<file path="src/rtl/branch_pred_pc_if.sv">
// Signal bundle between the fetch stage, the M/W resolve paths and the branch predictor / PC selector.
interface branch_pred_pc_if #(
  parameter int IDX_W = 6
);
  logic [63:0]      f_predPC_i;
  logic [3:0]       f_icode_i;
  logic [3:0]       f_ifun_i;
  logic [63:0]      f_pc_i;
  logic [63:0]      f_valC_i;
  logic [63:0]      f_valP_i;
  logic             f_stall_i;
  logic [63:0]      pred_pc_o;
  logic             pred_taken_o;
  logic [IDX_W-1:0] pht_idx_o;

  logic [3:0]       M_icode_i;
  logic [3:0]       M_ifun_i;
  logic             M_Cnd_i;
  logic             M_branch_taken_i;
  logic [IDX_W-1:0] M_pht_idx_i;
  logic [63:0]      M_valA_i;
  logic [63:0]      M_valE_i;
  logic             M_upd_en_i;

  logic [3:0]       W_icode_i;
  logic [63:0]      W_valM_i;

  logic [63:0]      f_PC_o;
  logic             mispredict_o;
  logic [31:0]      br_cnt_o;
  logic [31:0]      mis_cnt_o;

  modport master (
    output f_predPC_i, f_icode_i, f_ifun_i, f_pc_i, f_valC_i, f_valP_i, f_stall_i,
    output M_icode_i, M_ifun_i, M_Cnd_i, M_branch_taken_i, M_pht_idx_i,
    output M_valA_i, M_valE_i, M_upd_en_i, W_icode_i, W_valM_i,
    input  pred_pc_o, pred_taken_o, pht_idx_o, f_PC_o, mispredict_o, br_cnt_o, mis_cnt_o
  );

  modport slave (
    input  f_predPC_i, f_icode_i, f_ifun_i, f_pc_i, f_valC_i, f_valP_i, f_stall_i,
    input  M_icode_i, M_ifun_i, M_Cnd_i, M_branch_taken_i, M_pht_idx_i,
    input  M_valA_i, M_valE_i, M_upd_en_i, W_icode_i, W_valM_i,
    output pred_pc_o, pred_taken_o, pht_idx_o, f_PC_o, mispredict_o, br_cnt_o, mis_cnt_o
  );
endinterface

</file>
<file path="src/rtl/branch_pred_pc.sv">
// Fetch-stage PC selector with a saturating-counter pattern history table (static, bimodal or gshare),
// trained non-speculatively from M, plus saturating branch/mispredict statistics.
module branch_pred_pc #(
  parameter int IDX_W    = 6,
  parameter int CNT_W    = 2,
  parameter int CNT_INIT = 1,
  parameter int MODE     = 1
) (
  input logic             clk_i,
  input logic             rst_n_i,
  branch_pred_pc_if.slave bus
);
  localparam logic [3:0]       IJXX    = 4'h7;
  localparam logic [3:0]       ICALL   = 4'h8;
  localparam logic [3:0]       IRET    = 4'h9;
  localparam int               N_ENT   = 1 << IDX_W;
  localparam logic [CNT_W-1:0] CNT_MAX = '1;
  localparam logic [CNT_W-1:0] CNT_RST = CNT_W'(CNT_INIT);

  logic [CNT_W-1:0] pht_q [N_ENT];
  logic [IDX_W-1:0] ghr_q;
  logic [IDX_W-1:0] ghr_d;
  logic [31:0]      brCnt_q;
  logic [31:0]      brCnt_d;
  logic [31:0]      misCnt_q;
  logic [31:0]      misCnt_d;

  logic [IDX_W-1:0] fetchIdx;
  logic             predTaken;
  logic             isCall;
  logic             updValid;
  logic             mispredict;
  logic [CNT_W-1:0] updOld;
  logic [CNT_W-1:0] updNew;
  logic             unusedInputs;

  assign unusedInputs = ^{bus.f_stall_i, bus.M_ifun_i, bus.f_pc_i[63:IDX_W]};

  always_comb begin
    fetchIdx = '0;
    if (MODE == 1) begin
      fetchIdx = bus.f_pc_i[IDX_W-1:0];
    end else if (MODE == 2) begin
      fetchIdx = bus.f_pc_i[IDX_W-1:0] ^ ghr_q;
    end
  end

  // Unconditional jmp is always taken; conditional jumps consult the table unless the mode is static.
  always_comb begin
    predTaken = 1'b0;
    isCall    = (bus.f_icode_i == ICALL);
    if (bus.f_icode_i == IJXX) begin
      if ((bus.f_ifun_i == 4'h0) || (MODE == 0)) begin
        predTaken = 1'b1;
      end else begin
        predTaken = pht_q[fetchIdx][CNT_W-1];
      end
    end
  end

  assign bus.pred_taken_o = predTaken;
  assign bus.pht_idx_o    = fetchIdx;
  assign bus.pred_pc_o    = (predTaken || isCall) ? bus.f_valC_i : bus.f_valP_i;

  assign updValid         = (bus.M_icode_i == IJXX) && bus.M_upd_en_i;
  assign mispredict       = updValid && (bus.M_Cnd_i ^ bus.M_branch_taken_i);
  assign bus.mispredict_o = mispredict;

  // A mispredict recovery outranks a pending return in W.
  always_comb begin
    bus.f_PC_o = bus.f_predPC_i;
    if (mispredict) begin
      bus.f_PC_o = bus.M_branch_taken_i ? bus.M_valA_i : bus.M_valE_i;
    end else if (bus.W_icode_i == IRET) begin
      bus.f_PC_o = bus.W_valM_i;
    end
  end

  always_comb begin
    updOld   = pht_q[bus.M_pht_idx_i];
    updNew   = updOld;
    ghr_d    = ghr_q;
    brCnt_d  = brCnt_q;
    misCnt_d = misCnt_q;
    if (updValid) begin
      if (bus.M_Cnd_i) begin
        if (updOld != CNT_MAX) updNew = updOld + CNT_W'(1);
      end else begin
        if (updOld != '0) updNew = updOld - CNT_W'(1);
      end
      ghr_d = {ghr_q[IDX_W-2:0], bus.M_Cnd_i};
      if (brCnt_q != 32'hFFFF_FFFF) brCnt_d = brCnt_q + 32'd1;
      if (mispredict && (misCnt_q != 32'hFFFF_FFFF)) misCnt_d = misCnt_q + 32'd1;
    end
  end

  // Lookups see the pre-update table; the write lands on the entry that produced the prediction.
  always_ff @(posedge clk_i) begin
    if (!rst_n_i) begin
      for (int i = 0; i < N_ENT; i++) begin
        pht_q[i] <= CNT_RST;
      end
      ghr_q    <= '0;
      brCnt_q  <= '0;
      misCnt_q <= '0;
    end else begin
      if (updValid && (MODE != 0)) begin
        pht_q[bus.M_pht_idx_i] <= updNew;
      end
      if (MODE == 2) begin
        ghr_q <= ghr_d;
      end
      brCnt_q  <= brCnt_d;
      misCnt_q <= misCnt_d;
    end
  end

  assign bus.br_cnt_o  = brCnt_q;
  assign bus.mis_cnt_o = misCnt_q;
endmodule

</file>
<file path="src/flat_wrapper.sv">
// flat-port wrapper written by rule: the top's interface ports become plain ports
module branch_pred_pc_flat 
#(
  parameter int IDX_W    = 6,
  parameter int CNT_W    = 2,
  parameter int CNT_INIT = 1,
  parameter int MODE     = 1
)
  (clk_i, rst_n_i, bus_f_predPC_i, bus_f_icode_i, bus_f_ifun_i, bus_f_pc_i, bus_f_valC_i, bus_f_valP_i, bus_f_stall_i, bus_M_icode_i, bus_M_ifun_i, bus_M_Cnd_i, bus_M_branch_taken_i, bus_M_pht_idx_i, bus_M_valA_i, bus_M_valE_i, bus_M_upd_en_i, bus_W_icode_i, bus_W_valM_i, bus_pred_pc_o, bus_pred_taken_o, bus_pht_idx_o, bus_f_PC_o, bus_mispredict_o, bus_br_cnt_o, bus_mis_cnt_o);
  branch_pred_pc_if #(.IDX_W(IDX_W)) bus_i ();
  input logic clk_i;
  input logic rst_n_i;
  input wire logic [$bits(bus_i.f_predPC_i)-1:0] bus_f_predPC_i;
  input wire logic [$bits(bus_i.f_icode_i)-1:0] bus_f_icode_i;
  input wire logic [$bits(bus_i.f_ifun_i)-1:0] bus_f_ifun_i;
  input wire logic [$bits(bus_i.f_pc_i)-1:0] bus_f_pc_i;
  input wire logic [$bits(bus_i.f_valC_i)-1:0] bus_f_valC_i;
  input wire logic [$bits(bus_i.f_valP_i)-1:0] bus_f_valP_i;
  input wire logic [$bits(bus_i.f_stall_i)-1:0] bus_f_stall_i;
  input wire logic [$bits(bus_i.M_icode_i)-1:0] bus_M_icode_i;
  input wire logic [$bits(bus_i.M_ifun_i)-1:0] bus_M_ifun_i;
  input wire logic [$bits(bus_i.M_Cnd_i)-1:0] bus_M_Cnd_i;
  input wire logic [$bits(bus_i.M_branch_taken_i)-1:0] bus_M_branch_taken_i;
  input wire logic [$bits(bus_i.M_pht_idx_i)-1:0] bus_M_pht_idx_i;
  input wire logic [$bits(bus_i.M_valA_i)-1:0] bus_M_valA_i;
  input wire logic [$bits(bus_i.M_valE_i)-1:0] bus_M_valE_i;
  input wire logic [$bits(bus_i.M_upd_en_i)-1:0] bus_M_upd_en_i;
  input wire logic [$bits(bus_i.W_icode_i)-1:0] bus_W_icode_i;
  input wire logic [$bits(bus_i.W_valM_i)-1:0] bus_W_valM_i;
  output wire logic [$bits(bus_i.pred_pc_o)-1:0] bus_pred_pc_o;
  output wire logic [$bits(bus_i.pred_taken_o)-1:0] bus_pred_taken_o;
  output wire logic [$bits(bus_i.pht_idx_o)-1:0] bus_pht_idx_o;
  output wire logic [$bits(bus_i.f_PC_o)-1:0] bus_f_PC_o;
  output wire logic [$bits(bus_i.mispredict_o)-1:0] bus_mispredict_o;
  output wire logic [$bits(bus_i.br_cnt_o)-1:0] bus_br_cnt_o;
  output wire logic [$bits(bus_i.mis_cnt_o)-1:0] bus_mis_cnt_o;
  assign bus_i.f_predPC_i = bus_f_predPC_i;
  assign bus_i.f_icode_i = bus_f_icode_i;
  assign bus_i.f_ifun_i = bus_f_ifun_i;
  assign bus_i.f_pc_i = bus_f_pc_i;
  assign bus_i.f_valC_i = bus_f_valC_i;
  assign bus_i.f_valP_i = bus_f_valP_i;
  assign bus_i.f_stall_i = bus_f_stall_i;
  assign bus_i.M_icode_i = bus_M_icode_i;
  assign bus_i.M_ifun_i = bus_M_ifun_i;
  assign bus_i.M_Cnd_i = bus_M_Cnd_i;
  assign bus_i.M_branch_taken_i = bus_M_branch_taken_i;
  assign bus_i.M_pht_idx_i = bus_M_pht_idx_i;
  assign bus_i.M_valA_i = bus_M_valA_i;
  assign bus_i.M_valE_i = bus_M_valE_i;
  assign bus_i.M_upd_en_i = bus_M_upd_en_i;
  assign bus_i.W_icode_i = bus_W_icode_i;
  assign bus_i.W_valM_i = bus_W_valM_i;
  assign bus_pred_pc_o = bus_i.pred_pc_o;
  assign bus_pred_taken_o = bus_i.pred_taken_o;
  assign bus_pht_idx_o = bus_i.pht_idx_o;
  assign bus_f_PC_o = bus_i.f_PC_o;
  assign bus_mispredict_o = bus_i.mispredict_o;
  assign bus_br_cnt_o = bus_i.br_cnt_o;
  assign bus_mis_cnt_o = bus_i.mis_cnt_o;
  branch_pred_pc #(.IDX_W(IDX_W), .CNT_W(CNT_W), .CNT_INIT(CNT_INIT), .MODE(MODE)) u_core (.clk_i(clk_i), .rst_n_i(rst_n_i), .bus(bus_i));
endmodule
</file>
<file path="config.mk">
export PLATFORM = sky130hd
export DESIGN_NAME = branch_pred_pc_flat
export DESIGN_NICKNAME = d
export VERILOG_FILES = /design/src/rtl/branch_pred_pc_if.sv /design/src/rtl/branch_pred_pc.sv /design/src/flat_wrapper.sv
export SDC_FILE = /design/constraint.sdc
export NUM_CORES = 1
export LEC_CHECK = 0
export CORE_AREA = 4 4 259 261
export CTS_BUF_LIST = sky130_fd_sc_hd__clkbuf_4 sky130_fd_sc_hd__clkbuf_8
export CTS_CLUSTER_SIZE = 40
export DETAILED_ROUTE_END_ITERATION = 8
export DIE_AREA = 0 0 263 265
export PLACE_DENSITY = 0.45
export SLEW_MARGIN = 5
export SYNTH_ARGS = -nofsm -noshare
export SYNTH_HDL_FRONTEND = slang
export SYNTH_SLANG_ARGS = --single-unit
</file>
<file path="constraint.sdc">
create_clock -name clk_i -period 6.6 [get_ports clk_i]
set_input_delay 1.65 -clock clk_i [delete_from_list [all_inputs] [get_ports clk_i]]
set_output_delay 1.65 -clock clk_i [all_outputs]
set_load 0.02 [all_outputs]
</file>
==> results of run 1 <==
[cell families after synthesis]
logic type | synth area share [%]
flip-flops | 38.2
AO/OA/AOI/OAI | 13.3
XOR/XNOR | 2.81
multiplexers | 14.8
adder cells (fa/ha/maj) | 0.261
buffers and inverters | 6.00
AND/OR/NAND/NOR | 24.6
[worst paths after layout]
kind | end
worst min-delay path | u_core.bus.mis_cnt_o[30]
worst max-delay path | bus_pred_pc_o[7]
worst min register to register | u_core.bus.mis_cnt_o[30]
worst max register to register | u_core.bus.mis_cnt_o[23]
[critical path: stages]
cell	delay, ns
sky130_fd_sc_hd__clkdlybuf4s50_1	0.48
sky130_fd_sc_hd__buf_6	0.13
sky130_fd_sc_hd__mux4_2	0.32
sky130_fd_sc_hd__mux4_2	0.53
sky130_fd_sc_hd__o21ai_1	0.13
sky130_fd_sc_hd__a21oi_1	0.07
sky130_fd_sc_hd__a211oi_2	0.26
sky130_fd_sc_hd__o32a_4	0.25
sky130_fd_sc_hd__buf_4	0.13
sky130_fd_sc_hd__buf_12	0.17
sky130_fd_sc_hd__mux2_4	0.31
sky130_fd_sc_hd__dlygate4sd2_1	0.32
[flip-flops by register name, indices dropped and copies added (netlist names)]
name	flops
u_core.bus.mis_cnt_o	32
u_core.bus.br_cnt_o	32
u_core.pht_q	128
[layout by cell type (no fill, tap or decap), types with 12 or more instances in the layout]
cell type	n
sky130_fd_sc_hd__inv_1	15
sky130_fd_sc_hd__clkbuf_8	17
sky130_fd_sc_hd__nand3_1	80
sky130_fd_sc_hd__dfxtp_1	64
sky130_fd_sc_hd__nor3_1	36
sky130_fd_sc_hd__buf_2	12
sky130_fd_sc_hd__a21boi_0	16
sky130_fd_sc_hd__mux4_2	23
sky130_fd_sc_hd__mux2_4	61
sky130_fd_sc_hd__a31oi_1	68
sky130_fd_sc_hd__xor2_1	14
sky130_fd_sc_hd__or3_1	17
sky130_fd_sc_hd__clkdlybuf4s50_1	545
sky130_fd_sc_hd__nor2_1	29
sky130_fd_sc_hd__nand2_1	229
sky130_fd_sc_hd__and3_1	18
sky130_fd_sc_hd__nand4_1	31
sky130_fd_sc_hd__a211oi_1	64
sky130_fd_sc_hd__mux2_2	19
sky130_fd_sc_hd__o21ai_0	57
sky130_fd_sc_hd__mux2i_1	15
sky130_fd_sc_hd__buf_4	58
sky130_fd_sc_hd__xnor2_1	29
sky130_fd_sc_hd__and2_1	49
sky130_fd_sc_hd__nor2b_1	71
sky130_fd_sc_hd__dlygate4sd2_1	46
sky130_fd_sc_hd__nor4_1	44
sky130_fd_sc_hd__edfxtp_1	128
[stage by stage]
stage                     TNS [ns]  total power, uW  util (%)  setup WS, ns
after CTS                        0             3040      32.4        0.0407
after floorplan                  0             1710         -          1.10
after detailed placement    -21.41             2210      31.8        -0.391
final                            0             3010      32.4         0.172
after global routing             0             3140      32.4       0.00140
after global placement      -22.03             2210      31.8        -0.403
[synth_stat cells, types with 17 or more instances]
cell / n / share of area (%)
sky130_fd_sc_hd__a31oi_1: 68 / 3.2
sky130_fd_sc_hd__a211oi_1: 64 / 3.6
sky130_fd_sc_hd__nand4_1: 31 / 1.4
sky130_fd_sc_hd__mux2_2: 20 / 1.7
sky130_fd_sc_hd__and2_1: 49 / 2.3
sky130_fd_sc_hd__clkbuf_1: 100 / 2.8
sky130_fd_sc_hd__edfxtp_1: 128 / 29
sky130_fd_sc_hd__nor3_1: 38 / 1.4
sky130_fd_sc_hd__mux4_2: 21 / 3.5
sky130_fd_sc_hd__mux2_4: 60 / 6.7
sky130_fd_sc_hd__nand2_1: 230 / 6.4
sky130_fd_sc_hd__nor2_1: 30 / 0.84
sky130_fd_sc_hd__and3_1: 18 / 0.84
sky130_fd_sc_hd__dfxtp_1: 64 / 9.5
sky130_fd_sc_hd__nor2b_1: 71 / 3.3
sky130_fd_sc_hd__nor4_1: 44 / 2.1
sky130_fd_sc_hd__or3_1: 17 / 0.79
sky130_fd_sc_hd__o21ai_0: 57 / 2.1
sky130_fd_sc_hd__nand3_1: 80 / 3.0
sky130_fd_sc_hd__xnor2_1: 29 / 1.9
[layout make-up]
class / count / share of cell area (%)
repair buffers: 681 / 31.8
flip-flops and latches: 192 / 24.5
clock inverters: 13 / 0.755
inverters: 15 / 0.270
clock buffers: 19 / 1.19
diodes: 6 / 0.0719
multi-input cells: 1079 / 36.2
well taps: 855 / 5.12
[power by group]
group	internal, uW	switching (uW)
sequential	1300	11.8
clock	384	459
combinational	453	409
[routing by layer]
layer / vias to the layer above / part of all wire (%) / global-route usage, %
li1: 6455 / - / -
met1: 6640 / 40 / 21.3
met2: 647 / 49 / 30.5
met3: 48 / 8.9 / 6.06
met4: 4 / 1.7 / 4.26
met5: - / 0.041 / 0
[timing repair]
action                     in CTS  in global routing
pin swaps                       2                  2
gates cloned                    1                  0
gates resized for setup        90                 16
setup endpoints to repair      62                 58
hold buffers                    0                  0
buffers inserted                5                  0
==> results summary, run 1 <==
The final-report hold violation count is 0. The count of buffers added on input and output ports is 616. The share of layout cells above drive strength 1 is 11.8%. The worst register-to-register path begins at u_core.bus.mis_cnt_o[3].

The pre-antenna-repair detailed-routing pass consisted of 5 iterations. The number of primary I/O pins came out at 680. In the final routed layout, each cell accounts on average for 23.0 um. The post-layout instance count excluding filler cells came out at 2860. For this block, the routed nets add up to 65700 um of wire.

The maximum operating frequency is 156 MHz. The via count of the first global-routing pass is 14000. The clock-pin slew reported for the worst setup and hold paths after clock tree synthesis came out at 0.10 ns. Among all flip-flop cells after synthesis, the most frequent one is sky130_fd_sc_hd__edfxtp_1. The required time of the critical path is 4.95 ns. The number of storage elements in the synthesis netlist is 192.

The flow ran to the end, and the final reports show no timing, DRC or antenna violations. The final clock skew came out at 0.0247 ns. Measured along the y axis, the die boundary spans 265 um.

The count of nets left with antenna violations once routing finished came out at 0. The number of pins exceeding their max-slew limit in the final report is 0. Routability-driven placement finished with a final weighted congestion of 0.966. In this run the standard cell core region covers 64500 sq um. The class of the worst hold path is reg2reg.

The worst reg2reg path depth is 7. The clock sink count came out at 192. The worst setup path is of the in2out kind. The initial core utilization is 20.8%. The die covers 69700 sq um.

The DRC violations left came out at 0. The TritonCTS clock tree is built. Data arrives at the worst endpoint at 4.78 ns. The total of max-cap violations is 0. The first global-routing pass estimated 94000 um of wire. The worst hold path begins at u_core.bus.mis_cnt_o[30]. The worst setup path is captured at an output port. The number of DRC violations after detailed-routing iteration 0 is 900.

The overflow left after global routing is 0. Summing all flip-flop and latch instances after layout gives 5120 sq um. The worst hold slack after final layout came out at 0.523 ns.

For the worst-skew pair, the clock arrives at the later sink with an insertion delay of 0.50 ns. The critical path starts at bus_f_pc_i[3]. The total routing resource utilization after global routing is 17.7%. The average via count per standard cell is 4.82. The reg2reg setup slack is 3.12 ns. Summed over all cells, the static leakage comes to 0.00731 uW. The buffer depth of the longest clock path is 2. The number of H-tree branching levels is 4. The total number of vias is 13800. Clock tree synthesis selected as its root buffer the cell sky130_fd_sc_hd__clkbuf_8. Clock tree synthesis inserted a total of 17 buffers. For the pin with the worst max-slew slack, the measured transition is 1.05 ns.

The number of antenna violations at the first check in global routing is 8. Summed over all nets, the half-perimeter wirelength after detailed placement is 50500 um. The total power per unit cell area is 144 nW/um^2. Summing every instance area after synthesis gives 13400 sq um. The mean cell area of the mapped netlist is 9.39 sq um. The final net count came out at 2468. The number of enable-type register cells in the synthesized netlist came out at 128. The instance count after placement with tap cells included is 2816.

The post-synthesis instance total is 1429. Once layout is done, the placed cells without fillers occupy 20900 sq um. Once placement finished, the instance area stood at 20500 sq um. Setup repair after global routing left no endpoint under its margin. The number of fill cells in the layout came out at 6713. The unique cell type count in the Yosys netlist came out at 70. The number of setup violations in the final report is 0. The ratio of final minimum period to clock period is 97.4%. The category of the worst setup path launch point is a primary input. The share of synthesized flip-flops with an asynchronous set or reset came out at 0%. The worst supply voltage drop on vdd came out at 0.000109 V. The area added between synthesis and finish came out at 55.7%. The number of nets produced by synthesis is 1911. Counting instances, the worst hold path has a depth of 2. The maximum number of pins on one net before global-route repair came out at 129. The largest fanout on the critical path is 18.

The area of the multi-input gates is 7560 sq um. The number of warnings printed during yosys synthesis came out at 0. The number of core rows came out at 93. Sequential cells were found to cover 38.2% of the synthesized design area. The post-route minimum period is 6.43 ns.

The worst relative slew slack is 30.0%. The horizontal extent of the die came out at 263 um.
Power figures use the tool's default switching activity.
==> run 2, diff against run 1 <==
- DONT_BUFFER_PORTS: default -> 1
- PLACE_DENSITY: 0.45 -> 0.32
==> results summary, run 2 (same netlist as run 1, synthesis figures left out) <==
The run finished with clean final reports. The setup total negative slack came out at 0 ns (unchanged). The post-route core utilization is 22.3% (-10 points).

The DRC violations left is 0 (unchanged). The number of fill cells in the layout is 7065 (+5.2%). The share of layout cells above drive strength 1 is 12.8% (+1.1 points).

The die area came out at 69700 sq um (unchanged). The number of buffers created by CTS is 17 (unchanged). The startpoint of the worst hold path is u_core.bus.br_cnt_o[9]. The worst hold slack after final layout is 0.619 ns (+0.0964 ns). The post-route minimum period was 5.86 ns (-0.566 ns). The area added between synthesis and finish is 7.04%. The detailed-route wire length on metal 1 was 23500 um (-11%).

The number of primary I/O pins is 680 (unchanged). The total of max-cap violations came out at 0 (unchanged). STA classifies the critical path startpoint as a primary input. Signal routing reaches up to met5. The first-pass detailed-route iteration total came to 5 (unchanged). The global-route wire length before repair came to 80900 um (-14%). The horizontal extent of the die came out at 263 um (unchanged).

The worst register-to-register path begins at u_core.bus.mis_cnt_o[3]. The length of routed met3 wiring came out at 4690 um (-20%). The total routing resource utilization after global routing was 15.4% (-2.3 points). The number of DRC violations after detailed-routing iteration 0 is 706 (-22%). The worst reg2reg path depth is 7 (unchanged). The pre-CTS worst setup slack came out at 0.708 ns (+1.10 ns).

The worst hold path depth came out at 2 (unchanged). The number of buffer cells added on primary ports is 0 (-100%). The number of antenna violations at the first check in global routing is 3 (-5). The clock sink count came out at 192 (unchanged).

The final clock skew is 0.0357 ns (+0.0110 ns). The number of setup buffers added after CTS came out at 0 (-5). The largest fanout on the critical path is 45 (+27).

The detailed-routed wire length on met2 is 28800 um (-11%). The maximum number of pins on one net before global-route repair is 135 (+4.7%). The final-report hold violation count came to 0 (unchanged).

The required time of the critical path was 4.95 ns (about the same). The placed cell area was 14000 sq um (-32%). The die outline height is 265 um (unchanged). The register ranked first by flip-flop count is u_core.pht_q. The ratio of final minimum period to clock period came out at 88.8% (-8.6 points). The number of pins exceeding their max-slew limit in the final report is 0 (unchanged). The number of antenna-violating nets in the routed design came out at 0 (unchanged). The via count of the first global-routing pass is 11100 (-21%). By startpoint and endpoint, the worst setup path is classified as in2out. The worst hold path belongs to the class reg2reg.

Setup repair after global routing left no endpoint under its margin. The overflow left after global routing is 0 (unchanged). The launch point of the critical path is bus_f_pc_i[1].

The static leakage power came out at 0.00456 uW (-38%). The slack of the critical path is 0.739 ns (+0.566 ns). The flip-flop count of the largest register, all copies and words added is 128 (unchanged). The number of setup violations in the final report came out at 0 (unchanged). In the layout the commonest cells are sky130_fd_sc_hd__nand2_1 (229), sky130_fd_sc_hd__edfxtp_1 (128), sky130_fd_sc_hd__nand3_1 (80), sky130_fd_sc_hd__nor2b_1 (71), sky130_fd_sc_hd__a31oi_1 (68). The total number of vias is 11200 (-19%). The number of H-tree branching levels came out at 4 (unchanged). The final routed wirelength across all metal layers was 57600 um (-12%). The average via count per standard cell came to 5.09 (+5.6%). The buffer depth of the longest clock path came out at 2 (unchanged). The placer congestion estimate is 0.886 (-8.3%). The maximum operating frequency is 171 MHz (+9.7%). The routed wire length per instance is 26.3 um (+14%).

TritonCTS built the clock tree. The clock-pin slew reported for the worst setup and hold paths after clock tree synthesis is 0.11 ns (about the same). The final net count is 1805 (-27%). The number of gates resized after CTS came out at 0 (-100%).

The initial core utilization is 20.8% (unchanged). The placeable core area came out at 64500 sq um (unchanged). The data arrival time of the worst path is 4.21 ns (-0.57 ns). Clock tree synthesis selected as its root buffer the cell sky130_fd_sc_hd__clkbuf_8. The sum of net half-perimeters after detailed placement is 42400 um (-16%).

The worst relative slew slack was 23.9% (-6.0 points). The clock latency at the later pin of the worst-skew pair is 0.50 ns (about the same). The final cell area excluding filler cells is 14400 sq um (-31%).

The slew of the pin with the lowest slew margin is 1.14 ns (+0.0925 ns). The total power per unit cell area came out at 178 nW/um^2 (+23%). STA classifies the critical path endpoint as an output port. The number of core rows came out at 93 (unchanged). The number of buffers inserted for hold repair after clock tree synthesis is 0 (unchanged). The worst supply voltage drop on vdd came out at 0.000116 V (+6.6%).

The library cell used most frequently in the layout, excluding fill and tap cells, is sky130_fd_sc_hd__nand2_1.
[run 2: final cells by class]
| class | instances | area, sq um | share of cell area (%) |
|---|---|---|---|
| Antenna cell | 3 | 7.51 | 0.0523 |
| Clock buffer | 19 | 249 | 1.73 |
| Clock inverter | 12 | 125 | 0.871 |
| Inverter | 15 | 56.3 | 0.392 |
| Multi-Input combinational cell | 1079 | 7580 | 52.8 |
| Sequential cell | 192 | 5120 | 35.7 |
| Tap cell | 855 | 1070 | 7.45 |
| Timing Repair Buffer | 18 | 148 | 1.03 |
[run 2: path summary, 6_finish.rpt]
| kind | endpoint | slack, ns |
|---|---|---|
| setup / recovery | bus_pred_pc_o[58] | 0.74 |
| hold reg to reg | u_core.bus.br_cnt_o[9] | 0.62 |
| setup reg to reg | u_core.bus.mis_cnt_o[3] | 3.02 |
| hold / removal | u_core.bus.br_cnt_o[9] | 0.62 |
[run 2: stage by stage]
| stage | total power, uW | instances |
|---|---|---|
| after global routing | 2650 | 2192 |
| after floorplan | 1710 | 1429 |
| after global placement | 1770 | 2159 |
| after detailed placement | 1770 | 2159 |
| final | 2550 | 2193 |
| after CTS | 2590 | 2190 |
[run 2: power by group]
part / switching, uW / internal [uW] / leakage [uW]
Clock: 502 / 317 / 0.000184
Sequential: 12.2 / 1300 / 0.00166
Combinational: 281 / 144 / 0.00272
Total: 795 / 1760 / 0.00456
[run 2: layer usage]
layer	GRT usage, %	up-vias
met3	5.16	48
met4	2.47	2
met5	0	-
met2	26.5	510
met1	19.2	5457
li1	-	5150
[run 2: critical path: stages]
cell and delay [ns]:
sky130_fd_sc_hd__mux4_1 0.56, sky130_fd_sc_hd__mux4_2 0.50, sky130_fd_sc_hd__o21ai_1 0.13, sky130_fd_sc_hd__a21oi_1 0.06, sky130_fd_sc_hd__a211oi_2 0.23, sky130_fd_sc_hd__o32a_4 0.31, sky130_fd_sc_hd__buf_12 0.31, sky130_fd_sc_hd__mux2_4 0.41
==> run 3, diff against run 2 <==
- CORE_AREA: 4 4 259 261 -> 2 2 267 269
- DIE_AREA: 0 0 263 265 -> 0 0 269 271
- PLACE_DENSITY: 0.32 -> 0.3
==> results summary, run 3 (same netlist as run 1, synthesis figures left out) <==
The number of H-tree branching levels is 4 (unchanged). The clock sink count is 192 (unchanged). The area taken by flip-flops and latches came out at 5120 sq um (unchanged). The part of the total power dissipated in sequential elements came out at 51.9% (+0.7 points). The top metal layer carrying routed signals is met4. The number of pins exceeding their max-slew limit in the final report came out at 0 (unchanged). The overflow left after global routing came to 0 (unchanged). The total power is 2520 uW (-1.3%).

The first-pass detailed-route iteration total was 5 (unchanged). The total routing resource utilization after global routing is 14.5% (-0.87 points). The maximum number of pins on one net before global-route repair was 135 (unchanged). The worst hold slack after final layout came out at 0.630 ns (+0.0109 ns). The length of routed met3 wiring came to 3910 um (-17%). The number of DRC violations after detailed-routing iteration 0 came to 765 (+8.4%). The number of gates resized after CTS came out at 0 (unchanged). The area added between synthesis and finish is 7.85%. The worst hold path terminates at u_core.bus.mis_cnt_o[30]. The flip-flop count of the largest register, all copies and words added is 128 (unchanged). The die outline height is 271 um (+2.3%).

The path class of the tightest hold or removal check is reg2reg. STA classifies the critical path endpoint as an output port. The area of the multi-input gates is 7580 sq um (unchanged).

The worst reg2reg path depth is 8 (+1). The final routed wirelength across all metal layers came out at 55900 um (-2.8%). Setup repair after global routing left no endpoint under its margin. The required time of the critical path is 4.95 ns (about the same). The worst hold path depth came out at 2 (unchanged). The flow ran to the end, and the final reports show no timing, DRC or antenna violations. The via count of the first global-routing pass came out at 10800 (-2.7%). The fraction of power consumed by combinational cells came to 16.8% (about the same). The final clock skew came to 0.0297 ns (-0.00598 ns). The worst relative slew slack came out at 18.7% (-5.2 points). The net switching power of the design is 767 uW (-3.5%). The average via count per standard cell came out at 4.91 (-3.5%).

The clock-pin slew reported for the worst setup and hold paths after clock tree synthesis is 0.10 ns (about the same). The net switching share of the total power came out at 30.5% (-0.69 points). The number of buffers inserted for hold repair after clock tree synthesis came out at 0 (unchanged). The internal power came out at 1750 uW (-0.30%).

The worst supply voltage drop on vdd came out at 0.000114 V (-1.2%). The DRC violations left is 0 (unchanged). The number of fill cells in the layout is 7690 (+8.8%). The setup total negative slack is 0 ns (unchanged). The total power per unit cell area is 174 nW/um^2 (-2.0%). The static leakage power came out at 0.00458 uW (+0.49%). The placer congestion estimate is 0.901 (+1.7%). The sum of net half-perimeters after detailed placement came out at 40400 um (-4.9%). The detailed-route wire length on metal 1 was 24300 um (+3.5%). The library cell used most frequently in the layout, excluding fill and tap cells, is sky130_fd_sc_hd__nand2_1. The number of antenna violations at the first check in global routing was 3 (unchanged). The number of setup violations in the final report is 0 (unchanged). The share of total power in the clock network is 31.3% (-0.8 points). In the layout the commonest cells are sky130_fd_sc_hd__nand2_1 (229), sky130_fd_sc_hd__edfxtp_1 (128), sky130_fd_sc_hd__nand3_1 (80), sky130_fd_sc_hd__nor2b_1 (71), sky130_fd_sc_hd__a31oi_1 (68). The launch point of the critical path is bus_f_pc_i[1]. The horizontal extent of the die came out at 269 um (+2.3%).

The data arrival time of the worst path is 4.29 ns (+0.08 ns). The maximum operating frequency came out at 168 MHz (-1.4%). The category of the worst setup path launch point is a primary input. The reg2reg setup slack is 3.34 ns (+0.32 ns). The tree is rooted in a sky130_fd_sc_hd__clkbuf_8. The global-route wire length before repair came out at 77700 um (-3.9%). The number of antenna-violating nets in the routed design came to 0 (unchanged).

The post-route minimum period came out at 5.94 ns (+0.0821 ns). The startpoint identified for the worst hold timing path is u_core.bus.mis_cnt_o[30]. The routed wire length per instance is 24.5 um (-6.5%). The total number of vias came out at 11200 (+0.24%). The initial core utilization was 19.2% (-1.6 points). The endpoint identified for the worst register-to-register timing path is u_core.bus.mis_cnt_o[3]. The clock latency at the later pin of the worst-skew pair is 0.52 ns (+0.02 ns). By startpoint and endpoint, the worst setup path is classified as in2out.

The number of buffer cells added on primary ports is 0 (unchanged). The largest fanout on the critical path was 45 (unchanged). The ratio of final minimum period to clock period came out at 90.1% (+1.2 points). The worst register-to-register path begins at u_core.bus.mis_cnt_o[3]. The number of core rows is 97 (+4.3%). u_core.pht_q holds more flip-flops than any other register. The number of primary I/O pins came out at 680 (unchanged).

The number of setup buffers added after CTS was 0 (unchanged). The placeable core area came to 69800 sq um (+8.3%). TritonCTS built the clock tree.

The number of buffers created by CTS is 17 (unchanged). The detailed-routed wire length on met2 was 27200 um (-5.6%). The die area came to 72900 sq um (+4.6%). The final net count came out at 1806 (+0.055%). The share of layout cells above drive strength 1 came out at 12.7% (-0.094 points).

The buffer depth of the longest clock path is 2 (unchanged). The slew of the pin with the lowest slew margin is 1.21 ns (+0.0718 ns). The final-report hold violation count came out at 0 (unchanged). The total of max-cap violations is 0 (unchanged).
==> run 3: cell count changes in the layout (fill, tap and decap cells not counted), sizes merged <==
| cell | previous run | this run |
|---|---|---|
| clkinvlp | 3 | 2 |
| buf | 18 | 19 |
| clkbuf | 19 | 20 |
| diode | 3 | 2 |
| clkinv | 1 | 4 |
| inv | 22 | 20 |
==> run 3: cell type report <==
class	instances	share of cell area (%)
Inverter	15	0.389
Multi-Input combinational cell	1079	52.4
Tap cell	940	8.13
Antenna cell	2	0.0346
Clock buffer	20	1.82
Sequential cell	192	35.4
Clock inverter	12	0.666
Timing Repair Buffer	19	1.16
==> run 3: metrics by stage <==
stage / instances / setup WS (ns) / utilization, % / area, sq um
after floorplan: 1429 / 1.10 / - / 13400
after global placement: 2245 / 0.711 / 20.2 / 14100
after detailed placement: 2245 / 0.694 / 20.2 / 14100
after CTS: 2277 / 0.692 / 20.7 / 14500
after global routing: 2279 / 0.595 / 20.7 / 14500
final: 2279 / 0.657 / 20.7 / 14500
==> run 3: per-layer routing <==
metal | up-vias | track usage [%]
li1 | 5139 | -
met3 | 32 | 3.70
met5 | - | 0
met2 | 470 | 24.3
met4 | 0 | 2.38
met1 | 5553 | 19.0
==> run 3: power by group through the flow <==
stage                     clock (uW)  sequential (uW)  combinational [uW]
after floorplan                    0             1330                 385
after global routing             866             1310                 452
after global placement             0             1340                 428
final                            788             1310                 423
after detailed placement           0             1340                 426
after CTS                        826             1310                 427
==> run 3: how the worst max path moves through the flow <==
stage / to / cells past startpoint
2_1_floorplan: bus_pred_pc_o[10] / 10
3_3_place_gp: bus_pred_pc_o[62] / 8
3_5_place_dp: bus_pred_pc_o[16] / 8
4_1_cts: bus_pred_pc_o[21] / 8
5_1_grt: bus_pred_pc_o[21] / 8
6_report: bus_pred_pc_o[21] / 8
==> run 3: worst max-delay path: stages <==
cell and delay (ns):
sky130_fd_sc_hd__mux4_1 0.60, sky130_fd_sc_hd__mux4_2 0.47, sky130_fd_sc_hd__o21ai_1 0.13, sky130_fd_sc_hd__a21oi_1 0.06
sky130_fd_sc_hd__a211oi_2 0.27, sky130_fd_sc_hd__o32a_4 0.35, sky130_fd_sc_hd__buf_12 0.33, sky130_fd_sc_hd__mux2_4 0.38
==> edit 1 (flow settings as in run 3) <==
`MODE` is set to 1 in 2 places; all go to 0.
--- a/src/rtl/branch_pred_pc.sv
+++ b/src/rtl/branch_pred_pc.sv
@@ -6,3 +6,3 @@
   parameter int CNT_INIT = 1,
-  parameter int MODE     = 1
+  parameter int MODE     = 0
 ) (
--- a/src/flat_wrapper.sv
+++ b/src/flat_wrapper.sv
@@ -6,3 +6,3 @@
   parameter int CNT_INIT = 1,
-  parameter int MODE     = 1
+  parameter int MODE     = 0
 )
Behaviour: not the same (a bounded check fails within 4 cycles, from zero or initial values and one cycle with rst_n_i low).
==> edit 1 against run 3 <==
Register-to-register slack better by 0.42 ns; total power is 60% lower; sequential cell count is 128 lower; clock power is 53% lower; critical path type unchanged; global-route usage is 3.4 points lower; wire length is 22% lower; cell area is 49% lower; sequential share of layout area is 18 points lower; area after synthesis is 55% lower; synthesized cell count is 41% lower; worst setup slack better by 0.63 ns.
==> edit 1: results (changes against run 3) <==
global_route:
  antenna_found_initial: 37  # +34
  grt_pass1_vias: 6419  # -40%
  grt_pass1_wl_mm: 56.4  # -27%
  grt_usage_pct: 11.2  # -3.4 points
  grt_max_degree: 130  # -3.7%
setup_path:
  reg2reg_from: "u_core.bus.mis_cnt_o[19]"
  critPathLaunch: "bus_M_branch_taken_i"
  reg2reg_depth: 5  # -3
  cp.arrival_ns: 3.67  # -0.62 ns
  crit_fanout: 129  # +190%
clocking:
  clockBufferDepth: 2  # unchanged
  postCtsResizedCells: 0  # unchanged
  h-tree-depth: 3  # -1
  cts_root_buf: "clkbuf_8"
  clk_pin_slew_ns: 0.08  # -0.02 ns
  clk_latency_ns: 0.36  # -0.16 ns
  cts_buffers: 9  # -8
detailed_routing:
  vias_per_cell: 3.86  # -21%
  drt_iter0_drc: 379  # -50%
  wl_per_cell_um: 24.9  # +1.3%
  first_pass_iters: 4  # -1
yosys:
  yosysUniqueCellTypes: 54  # -23%
  synth_area_leaders: "dfxtp_1, mux2_2, nand2_1, a211oi_1, a31oi_1"
  yosys.area_share.xor_xnor_pct: 3.18  # +0.37 points
  synth_ff_type: "dfxtp_1"
  yosysSeqAreaShare_pct: 21.1  # -17 points
  synth_mux_area_share_pct: 12.9  # -1.9 points
  yosysWarningCount: 0  # unchanged
  synth-adder-area-share_pct: 0.413  # +0.15 points
  synth-compound-area-share_pct: 23.6  # +10 points
  synthTopCellsByCount: "nand2_1, a211oi_1"
placed_design:
  gp_congestion: 1.10  # +22%
  dp_hpwl_mm: 38.2  # -5.4%
  io_buffers: 0  # unchanged
final_layout:
  fill_cells: 8153  # +6.0%
  drive_gt1_share_pct: 13.7  # +1.0 points
  nets: 1286  # -29%
timing:
  drv_slew: 0  # unchanged
  tightest_slew_ns: 1.08  # -0.132 ns
  hold_viol_final: 0  # unchanged
  finClkSkew_ns: 0.0119  # -0.0178 ns
power:
  ir_drop_uv: 78.0  # -32%
  power_leakage_nw: 1.97  # -57%
min_path:
  hold_start: "u_core.bus.br_cnt_o[27]"
  holdPathStages: 2  # unchanged
outcome:
  outcome: "complete, no violations"
-- edit 1: worst paths after layout --
path	to	slack, ns
hold / removal	u_core.bus.br_cnt_o[27]	0.59
setup / recovery	bus_f_PC_o[51]	1.28
setup reg to reg	u_core.bus.mis_cnt_o[9]	3.76
hold reg to reg	u_core.bus.br_cnt_o[27]	0.59
-- edit 1: kinds of logic after synthesis --
group | Yosys count
mux | 70
simple gates | 389
other cells | 1
compound gates | 213
fa+ha+maj | 2
buf+inv | 83
flops | 64
xor+xnor | 22
-- edit 1: stage by stage --
step / cells / worst slack [ns] / utilization (%) / instance area [µm²] / power [mW]
finish: 1757 / 1.28 / 10.6 / 7390 / 1.01
detailed placement: 1733 / 1.32 / 10.3 / 7170 / 0.656
global route: 1752 / 1.22 / 10.6 / 7380 / 1.06
CTS: 1749 / 1.31 / 10.6 / 7370 / 1.03
global placement: 1733 / 1.36 / 10.3 / 7170 / 0.656
floorplan: 849 / 1.76 / - / 6080 / 0.598
-- edit 1: final cells by class --
type,count,area (µm²),share of cell area (%)
flip-flops and latches,64,1280,17.3
repair buffers,17,153,2.06
diodes,8,20.0,0.271
inverters,10,37.5,0.508
multi-input cells,702,4520,61.1
clock inverters,5,55.1,0.745
clock buffers,11,151,2.05
well taps,940,1180,15.9
-- edit 1: where the power goes --
part / leakage, nW / internal (mW) / switching (mW)
Clock: 0.101 / 0.194 / 0.174
Combinational: 1.35 / 0.0706 / 0.186
Sequential: 0.515 / 0.386 / 0.000761
Total: 1.97 / 0.650 / 0.361
-- edit 1: worst max-delay path, stage by stage --
cell and delay, ns:
xor2_1 0.16, buf_4 0.17, nand3_4 0.32, buf_4 0.48
a211oi_1 0.15, a31oi_1 0.62
-- edit 1: per-layer routing --
| layer | vias up | part of all wire (%) | routed length [µm] | global-route usage (%) |
|---|---|---|---|---|
| met5 | - | 0.092 | 40 | 0 |
| met2 | 463 | 48 | 20900 | 19.3 |
| met3 | 48 | 13 | 5880 | 5.24 |
| met4 | 6 | 1.1 | 500 | 1.32 |
| li1 | 3056 | - | - | - |
| met1 | 3208 | 37 | 16300 | 12.8 |
==> edit 2 (flow settings as in run 3) <==
Without the edit above. Reset style: asynchronous (`rst_n_i`), changed in one clocked block.
--- a/src/rtl/branch_pred_pc.sv
+++ b/src/rtl/branch_pred_pc.sv
@@ -97,3 +97,3 @@
   // Lookups see the pre-update table; the write lands on the entry that produced the prediction.
-  always_ff @(posedge clk_i) begin
+  always_ff @(posedge clk_i or negedge rst_n_i) begin
     if (!rst_n_i) begin
Behaviour: differs if rst_n_i is asserted again (counterexample within 4 cycles, from zero or initial values and one cycle with rst_n_i low); with rst_n_i held inactive, the same outputs for 4 cycles.
==> edit 2 against run 3 <==
Area after synthesis is 2.7% lower; total power grew 1.0%; critical path depth stayed put; sequential cell count unchanged; register-to-register slack improved by 0.06 ns; wire length increased by 3.5%; cell area fell by 0.61%; worst setup slack gained 0.062 ns; synthesized cell count grew 3.6%; largest power group unchanged.
==> edit 2: results (changes against run 3) <==
yosys:
  synth_area_leaders: "dfrtp_1, dfstp_2, nand2_1, mux2_1, mux4_2"
  synthTopCellsByCount: "nand2_1, nor2_1, dfrtp_1"
  synth_ff_type: "dfrtp_1"
  synth_mux_area_share_pct: 12.5  # -2.2 points
  syn_inst: 1481  # +3.6%
  synthArstFlopShare_pct: 100  # +100 points
  yosysUniqueCellTypes: 77  # +10%
  synth-adder-area-share_pct: 0.354  # +0.093 points
  yosysSeqAreaShare_pct: 37.4  # -0.80 points
  synth-compound-area-share_pct: 18.0  # +4.7 points
  synth_nets: 1963  # +2.7%
setup_path:
  r2r_slack_ns: 3.40  # +0.06 ns
  crit_fanout: 62  # +38%
  cp_slowest_cell: "mux4_2"
  cp.arrival_ns: 4.23  # -0.06 ns
  crit_path_max_incr_delay_ns: 0.53  # -0.07 ns
final_layout:
  stdcell_count: 2379  # +4.4%
  fill_cells: 7735  # +0.59%
  nets: 1902  # +5.3%
  drive_gt1_share_pct: 17.0  # +4.3 points
timing:
  hold_ws_ns: 0.471  # -0.159 ns
  setup_ws_ns: 0.719  # +0.0621 ns
  tightest_slew_ns: 1.35  # +0.140 ns
  finClkSkew_ns: 0.0250  # -0.00469 ns
placed_design:
  gp_congestion: 0.936  # +3.9%
  pre_cts_ws_ns: 0.727  # +0.0333 ns
  io_buffers: 0  # unchanged
  dp_hpwl_mm: 43.5  # +7.7%
  place_inst: 2341  # +4.3%
  placed_area_mm2: 0.0139  # -1.2%
clocking:
  clk_pin_slew_ns: 0.12  # +0.02 ns
  clk_latency_ns: 0.59  # +0.07 ns
power:
  ir_drop_uv: 125  # +9.0%
  power_leakage_nw: 5.27  # +15%
  intPower_mw: 1.63  # -6.7%
detailed_routing:
  wl_per_cell_um: 24.4  # -0.80%
  drt_iter0_drc: 699  # -8.6%
  first_pass_iters: 5  # unchanged
  vias: 11100  # -1.1%
global_route:
  antenna_found_initial: 12  # +9
  grt_usage_pct: 15.6  # +1.0 points
  grt_max_degree: 193  # +43%
  grt_pass1_wl_mm: 81.9  # +5.4%
outcome:
  outcome: "complete, no violations"
min_path:
  worst_hold_path_type: "flip-flop to flip-flop"
edit 2: path summary, 6_finish.rpt:
path	start	end	cells after the start
worst max register to register	u_core.pht_q[113]	u_core.pht_q[122]	8
worst min-delay path	u_core.pht_q[0]	u_core.pht_q[0]	2
max in group asynchronous	rst_n_i	u_core.bus.mis_cnt_o[0]	0
min in group asynchronous	rst_n_i	u_core.pht_q[11]	0
worst max-delay path	bus_f_pc_i[1]	bus_pred_pc_o[19]	8
worst min register to register	u_core.pht_q[0]	u_core.pht_q[0]	2
edit 2: worst min-delay path, delay by kind of cell, from the launching register on:
family             cells  cell delay, ns
DFF                    1            0.39
and+or+nand+nor        1            0.04
AOI/OAI and AO/OA      1            0.05
edit 2: cells by family after synthesis:
logic type / after synthesis
simple gates: 642
compound gates: 337
flops: 192
buf+inv: 122
mux: 122
xor+xnor: 62
fa+ha+maj: 4
edit 2: power groups by stage:
stage	registers [mW]	logic [mW]	clock network, mW
2_1_floorplan	1.28	0.334	0
3_3_place_gp	1.30	0.395	0
3_5_place_dp	1.30	0.394	0
4_1_cts	1.28	0.395	0.936
5_1_grt	1.29	0.417	0.972
6_report	1.28	0.387	0.878
edit 2: layout make-up:
type / count / area (µm²) / area share (%)
multi-input cells: 1167 / 7600 / 52.8
flip-flops and latches: 192 / 4880 / 34.0
clock inverters: 15 / 199 / 1.38
repair buffers: 28 / 223 / 1.55
well taps: 940 / 1180 / 8.18
inverters: 14 / 52.6 / 0.365
diodes: 6 / 15.0 / 0.104
clock buffers: 17 / 234 / 1.63
edit 2: metal layers:
metal	vias to the layer above	routed length, µm	global-route usage [%]
li1	5180	-	-
met4	0	1520	5.35
met3	63	2580	2.99
met2	423	30500	27.7
met1	5408	23300	18.5
met5	-	0	0
